**config.mk**
```make
export PLATFORM = sky130hd
export DESIGN_NAME = rfile_write_arbiter_flat
export DESIGN_NICKNAME = d
export VERILOG_FILES = /design/src/rtl/rfile_write_arbiter_if.sv /design/src/rtl/rfile_write_arbiter.sv /design/src/flat_wrapper.sv
export SDC_FILE = /design/constraint.sdc
export NUM_CORES = 1
export LEC_CHECK = 0
export ABC_AREA = 1
export CORE_AREA = 5 5 85 87
export CTS_CLUSTER_DIAMETER = 40
export DETAILED_ROUTE_END_ITERATION = 7
export DIE_AREA = 0 0 90 92
export DONT_BUFFER_PORTS = 1
export SKIP_CTS_REPAIR_TIMING = 1
export SLEW_MARGIN = 20
export SYNTH_ARGS = -nofsm -noshare
export SYNTH_HDL_FRONTEND = slang
export SYNTH_SLANG_ARGS = --single-unit
```
**constraint.sdc**
```tcl
create_clock -name Clk -period 2 [get_ports Clk]
set_input_delay 0.2 -clock Clk [delete_from_list [all_inputs] [get_ports Clk]]
set_output_delay 0.2 -clock Clk [all_outputs]
set_load 0.01 [all_outputs]
```
**src/rtl/rfile_write_arbiter_if.sv**
```systemverilog
// Write-port bundle: two writeback requesters in, single RFile write port out.
interface rfile_write_arbiter_if #(
  parameter int dataWidth    = 32,
  parameter int AddressWidth = 5
);
  logic                    req0_valid;
  logic [AddressWidth-1:0] req0_addr;
  logic [dataWidth-1:0]    req0_data;
  logic                    req0_ready;
  logic                    req1_valid;
  logic [AddressWidth-1:0] req1_addr;
  logic [dataWidth-1:0]    req1_data;
  logic                    req1_ready;
  logic                    RFwrite;
  logic [AddressWidth-1:0] RegW;
  logic [dataWidth-1:0]    dataW;
  logic                    init_busy;
  logic                    last_grant;

  modport slave (
    input  req0_valid, req0_addr, req0_data,
    input  req1_valid, req1_addr, req1_data,
    output req0_ready, req1_ready,
    output RFwrite, RegW, dataW, init_busy, last_grant
  );

  modport master (
    output req0_valid, req0_addr, req0_data,
    output req1_valid, req1_addr, req1_data,
    input  req0_ready, req1_ready,
    input  RFwrite, RegW, dataW, init_busy, last_grant
  );
endinterface

```
**src/rtl/rfile_write_arbiter.sv**
```systemverilog
// Owns the RFile write port: clears x1..xN after reset, then round-robins
// the ALU (req0) and load-unit (req1) writebacks; x0 writes are absorbed.
module rfile_write_arbiter #(
  parameter int dataWidth    = 32,
  parameter int AddressWidth = 5
) (
  input logic                 Clk,
  input logic                 reset,
  rfile_write_arbiter_if.slave wp
);
  typedef enum logic {Init, Run} state_t;

  state_t                  state, nextState;
  logic [AddressWidth-1:0] initCnt;
  logic                    grant0, grant1;

  always_ff @(posedge Clk or negedge reset) begin
    if (!reset) state <= Init;
    else        state <= nextState;
  end

  // The counter wraps to zero right after the top register has been issued.
  always_comb begin
    nextState = state;
    if (state == Init && initCnt == '0) nextState = Run;
  end

  always_comb begin
    grant0 = 1'b0;
    grant1 = 1'b0;
    if (state == Run) begin
      if (wp.req0_valid && (!wp.req1_valid || wp.last_grant)) grant0 = 1'b1;
      else if (wp.req1_valid)                                 grant1 = 1'b1;
    end
  end

  assign wp.req0_ready = grant0;
  assign wp.req1_ready = grant1;
  assign wp.init_busy  = (state == Init);

  always_ff @(posedge Clk or negedge reset) begin
    if (!reset) begin
      initCnt       <= AddressWidth'(1);
      wp.RFwrite    <= 1'b0;
      wp.RegW       <= '0;
      wp.dataW      <= '0;
      wp.last_grant <= 1'b1;
    end else if (state == Init) begin
      if (initCnt != '0) begin
        wp.RFwrite <= 1'b1;
        wp.RegW    <= initCnt;
        wp.dataW   <= '0;
        initCnt    <= initCnt + AddressWidth'(1);
      end else begin
        wp.RFwrite <= 1'b0;
      end
    end else if (grant0) begin
      wp.last_grant <= 1'b0;
      wp.RegW       <= wp.req0_addr;
      wp.dataW      <= wp.req0_data;
      wp.RFwrite    <= |wp.req0_addr;
    end else if (grant1) begin
      wp.last_grant <= 1'b1;
      wp.RegW       <= wp.req1_addr;
      wp.dataW      <= wp.req1_data;
      wp.RFwrite    <= |wp.req1_addr;
    end else begin
      wp.RFwrite <= 1'b0;
    end
  end
endmodule

```
**src/flat_wrapper.sv**
```systemverilog
// flat-port wrapper written by rule: the top's interface ports become plain ports
module rfile_write_arbiter_flat 
#(
  parameter int dataWidth    = 32,
  parameter int AddressWidth = 5
)
  (Clk, reset, wp_req0_valid, wp_req0_addr, wp_req0_data, wp_req1_valid, wp_req1_addr, wp_req1_data, wp_req0_ready, wp_req1_ready, wp_RFwrite, wp_RegW, wp_dataW, wp_init_busy, wp_last_grant);
  rfile_write_arbiter_if #(.dataWidth(dataWidth), .AddressWidth(AddressWidth)) wp_i ();
  input logic Clk;
  input logic reset;
  input wire logic [$bits(wp_i.req0_valid)-1:0] wp_req0_valid;
  input wire logic [$bits(wp_i.req0_addr)-1:0] wp_req0_addr;
  input wire logic [$bits(wp_i.req0_data)-1:0] wp_req0_data;
  input wire logic [$bits(wp_i.req1_valid)-1:0] wp_req1_valid;
  input wire logic [$bits(wp_i.req1_addr)-1:0] wp_req1_addr;
  input wire logic [$bits(wp_i.req1_data)-1:0] wp_req1_data;
  output wire logic [$bits(wp_i.req0_ready)-1:0] wp_req0_ready;
  output wire logic [$bits(wp_i.req1_ready)-1:0] wp_req1_ready;
  output wire logic [$bits(wp_i.RFwrite)-1:0] wp_RFwrite;
  output wire logic [$bits(wp_i.RegW)-1:0] wp_RegW;
  output wire logic [$bits(wp_i.dataW)-1:0] wp_dataW;
  output wire logic [$bits(wp_i.init_busy)-1:0] wp_init_busy;
  output wire logic [$bits(wp_i.last_grant)-1:0] wp_last_grant;
  assign wp_i.req0_valid = wp_req0_valid;
  assign wp_i.req0_addr = wp_req0_addr;
  assign wp_i.req0_data = wp_req0_data;
  assign wp_i.req1_valid = wp_req1_valid;
  assign wp_i.req1_addr = wp_req1_addr;
  assign wp_i.req1_data = wp_req1_data;
  assign wp_req0_ready = wp_i.req0_ready;
  assign wp_req1_ready = wp_i.req1_ready;
  assign wp_RFwrite = wp_i.RFwrite;
  assign wp_RegW = wp_i.RegW;
  assign wp_dataW = wp_i.dataW;
  assign wp_init_busy = wp_i.init_busy;
  assign wp_last_grant = wp_i.last_grant;
  rfile_write_arbiter #(.dataWidth(dataWidth), .AddressWidth(AddressWidth)) u_core (.Clk(Clk), .reset(reset), .wp(wp_i));
endmodule
```
After elaboration in Yosys (flattened, before gate mapping):

Index checks and enable logic that the tools add are counted.

* logic and storage cells: 41
* output and inout port bits: 42
* flip-flop bits (word level): 45
* input port bits: 78

* add/subtract/negate cells: 1
* bitwise logic cells: 1
* equal/unequal tests: 1
* reduce and logical (&&, ||, !) cells: 13
* mux-type cells: 19

Operators with widths (number)
* $mux 32: 4
* $mux 5: 4
* $mux 1: 11
* $reduce_or 5->1: 2
* $reduce_and 2->1: 3
* $add 5x1->5 const B: 1
* $logic_not 5->1: 1
* $reduce_bool 5->1: 1
* $reduce_bool 2->1: 2
* $ne 3x3->1 const B: 1
* $logic_and 1x1->1: 2
* $logic_not 1->1: 1
* $logic_or 1x1->1: 1
* $not 1->1: 1

Longest topological paths before layout:

* depth after elaboration: 8
* gate-level depth with buffers: 10
* gate-level depth less buffers: 8

Least setup slack after synthesis:

No wires, ideal clock.

* kind: reg-to-reg
* start: register u_core.initCnt[0]
* end: register u_core.wp.dataW[19]
* clock period less this slack: 1.457 ns
* arrival: 1.341 ns
* cell stages (with the launch flop): 9
* setup slack: 0.543 ns
* cells stage by stage: dfstp_2 -> inv_1 -> ha_1 -> nand4_4 -> nand2_2 -> buf_6 -> buf_4 -> nand2_1 -> nand2_1

* word-level cells in the longest chain between the ends: 3

RTL lines
* from (decl): RTL line rfile_write_arbiter.sv:14 `logic [AddressWidth-1:0] initCnt;`
* from (signal assigned): RTL line rfile_write_arbiter.sv:43 `initCnt <= AddressWidth'(1);`
* from (signal assigned): RTL line rfile_write_arbiter.sv:53 `initCnt <= initCnt + AddressWidth'(1);`
* $reduce_bool 5->1: RTL line rfile_write_arbiter.sv:49 `if (initCnt != '0) begin`
* $reduce_bool 2->1 (no line)
* $reduce_and 2->1 (no line)
* to (signal assigned): RTL line rfile_write_arbiter.sv:60 `wp.dataW <= wp.req0_data;`
* to (signal assigned): RTL line rfile_write_arbiter.sv:65 `wp.dataW <= wp.req1_data;`
* to (decl): RTL line rfile_write_arbiter_if.sv:24 `output RFwrite, RegW, dataW, init_busy, last_grant`

No other way between the ends.
A chain may end at the register's enable or synchronous reset.

Final worst setup path:

* start: register u_core.initCnt[0]
* end: register u_core.wp.RegW[0]

* word-level cells in the longest chain between the ends: 3

RTL lines
* $reduce_bool 5->1: RTL line rfile_write_arbiter.sv:49
* $reduce_bool 2->1 (no line)
* $reduce_and 2->1 (no line)
* to (signal assigned): RTL line rfile_write_arbiter.sv:51 `wp.RegW <= initCnt;`
* to (signal assigned): RTL line rfile_write_arbiter.sv:59 `wp.RegW <= wp.req0_addr;`
* to (signal assigned): RTL line rfile_write_arbiter.sv:64 `wp.RegW <= wp.req1_addr;`
* to (decl): RTL line rfile_write_arbiter_if.sv:24

Parallel ways exist; a longest one is shown, timed or not. The select of a mux whose other input is x is not followed.

==> impl_metrics.json <==
{
  "cp_max_fo": 28,
  "die_x_um": 90,
  "diodes": 0,
  "maxSlewHeadroom_pct": 73.82,
  "ys_ff_latch": 45,
  "syn_inst": 334,
  "clk_latency_ps": 290,
  "clockRootBuffer": "clkbuf_8",
  "worstSetupEndpointType": "flip-flop",
  "initial_core_util_pct": 39.43,
  "synthDistinctLibCells": 27,
  "grt_usage_pct": 15.81,
  "clk_path_buf_depth": 2,
  "start_kind": "flip-flop",
  "period_needed_ps": 1757,
  "switching_power_uw": 618.6,
  "grt_busiest_layer": "met2",
  "grt_pass1_wl_um": 10760,
  "io_pins": 120,
  "power_density_nw_per_um2": 776.3,
  "synth_top_area_cell": "dfrtp_1",
  "fin_crit_sh_pct": 87.84,
  "hold_class": "input port to flip-flop",
  "vias": 2071,
  "switching_share_pct": 30.11,
  "htreeDepth": 2,
  "crit_required_ps": 2230,
  "clk_pin_slew_ps": 80,
  "worstMarginPinSlew_ps": 392.7,
  "first_iter_violations": 89,
  "netlist.area_leader.share_pct": 43.48,
  "maxCapViolations": 0,
  "ant_nets": 0,
  "wl_per_cell_um": 15.69,
  "yosysWarnings": 0,
  "layout_common_cells": "169 x nand2_1, 43 x dfrtp_1, 42 x nand3_1",
  "status": "complete, no violations",
  "use_met3_pct": 6.874,
  "slew_violations": 0,
  "antenna_found_initial": 0,
  "path_class": "flip-flop to flip-flop",
  "use_met1_pct": 18.45,
  "chipHeight_um": 92,
  "drt_pass1_iterations": 4,
  "comb_power_share_pct": 15.1,
  "power_frac_seq_pct": 55.2,
  "finalHoldViolations": 0,
  "syn_area_per_cell_sq_um": 7.410,
  "grt_max_degree": 46,
  "cts.sinks": 45,
  "grt_pass1_vias": 2143,
  "drc": 0,
  "io_buffer_count": 0,
  "cts_tree": "built",
  "final_common_cell": "nand2_1",
  "final_layout_size_suffix_gt1_share_pct": 10.81,
  "die-area_sq_um": 8280,
  "clockPowerShare_pct": 29.7,
  "worst_slack_ps": 243.2,
  "fill_cells": 667,
  "multi_input_area_sq_um": 1151,
  "regArea_sq_um": 1129,
  "use_met2_pct": 26.71,
  "vdd_drop_max_v": 0.0003685,
  "syn-num-nets": 414,
  "nNetsFinal": 412,
  "dp_slack_ps": 258.0,
  "synthesis.area_sq_um": 2475,
  "design.core.area_sq_um": 6277,
  "grt.overflow.total": 0,
  "setup_tns_ps": 0,
  "synthTopCellsByArea": "dfrtp_1 43%, nand2_1 26%, nand3_1 8.5%",
  "rsz0062_at_grt": "no",
  "rows": 29,
  "numCtsBuffers": 5,
  "crit_arrival_ps": 1990,
  "setup_violations": 0,
  "fmax_mhz": 569.2,
  "seq_area_frac_synth_pct": 45.60,
  "finalClockSkew_ps": 6.142,
  "avgViaCountPerCell": 5.051,
  "p_int_uw": 1436,
  "gp_congestion": 0.8004,
  "wl_um": 6434,
  "area_growth_pct": 6.926,
  "post-dp-hpwl_um": 4684,
  "leakagePower_uw": 0.001414
}
==> critical path: stages, from the launching register on <==
cell and delay (ps):
dfstp_2 560, inv_1 70, ha_1 220, nand4_4 110, nand2_2 200, inv_1 200, buf_12 190, nor2_1 50
nor2_1 90
==> kinds of logic after synthesis <==
| logic type | Yosys count | share of synthesized area [%] |
|---|---|---|
| compound gates | 9 | 2.073 |
| buf+inv | 30 | 7.887 |
| fa+ha+maj | 2 | 1.011 |
| xor+xnor | 4 | 1.416 |
| simple gates | 244 | 42.01 |
| flops | 45 | 45.60 |
==> flip-flops by register name (all words and copies together) (netlist names) <==
name	flops
u_core.wp.RegW	5
u_core.initCnt	5
u_core.state	1
u_core.wp.RFwrite	1
u_core.wp.last_grant	1
u_core.wp.dataW	32
==> path summary, 6_finish.rpt <==
path | slack, ps | end | start | cells after the start
worst max-delay path | 240 | u_core.wp.RegW[0]$_DFFE_PN0P_ | u_core.initCnt[0]$_DFFE_PN1P_ | 8
worst min-delay path | 70 | u_core.wp.dataW[4]$_DFFE_PN0P_ | wp_req1_data[4] | 2
worst max register to register | 240 | u_core.wp.RegW[0]$_DFFE_PN0P_ | u_core.initCnt[0]$_DFFE_PN1P_ | 8
worst min register to register | 540 | u_core.initCnt[0]$_DFFE_PN1P_ | u_core.initCnt[0]$_DFFE_PN1P_ | 2
max in group asynchronous | 1320 | u_core.initCnt[0]$_DFFE_PN1P_ | reset | 2
min in group asynchronous | 410 | u_core.wp.dataW[13]$_DFFE_PN0P_ | reset | 2
==> metrics by stage <==
stage               power (uW)  instances  area [sq um]  hold slack [ps]  util [%]
global route              2191        410          2646            83.05     42.16
CTS                       2069        408          2609           -422.3     41.56
finish                    2054        410          2646            68.57     42.16
floorplan                 1368        334          2475           -95.59         -
detailed placement        1444        400          2507           -94.47     39.94
global placement          1436        400          2507           -94.37     39.94
==> power groups by stage <==
stage | clock [uW] | sequential [uW] | combinational (uW)
after global placement | 0 | 1150 | 282
after detailed placement | 0 | 1150 | 290
after CTS | 641 | 1140 | 291
after floorplan | 0 | 1130 | 241
after global routing | 674 | 1150 | 370
final | 611 | 1130 | 310
==> cell usage after synthesis <==
cell and instances:
nor2_1 12, nand2_2 11, a21oi_2 1, xnor2_1 1
buf_6 8, nand4_4 1, ha_1 2, clkbuf_1 2
buf_4 3, nand4_1 3, nor3_1 1, buf_1 1
nand3_2 1, nand3_1 42, o21ai_0 5, or2_1 1
buf_2 5, nor2_2 2, nand3b_1 1, nand2_1 169
a21oi_1 2, xor2_1 3, o211ai_1 1, inv_6 1
dfstp_2 2, inv_1 10, dfrtp_1 43
==> layer usage <==
metal	wire length [um]	share of wire, %
met4	52	0.81
met3	694	11
met1	2628	41
met2	3058	48
met5	0	0
==> cell type report <==
class	instances	share of cell area [%]
Clock buffer	7	3.641
Multi-Input combinational cell	259	43.50
Clock inverter	1	0.1891
Sequential cell	45	42.65
Inverter	11	1.749
Tap cell	77	3.641
Timing Repair Buffer	10	4.634
(Power assumes the default switching activity.)
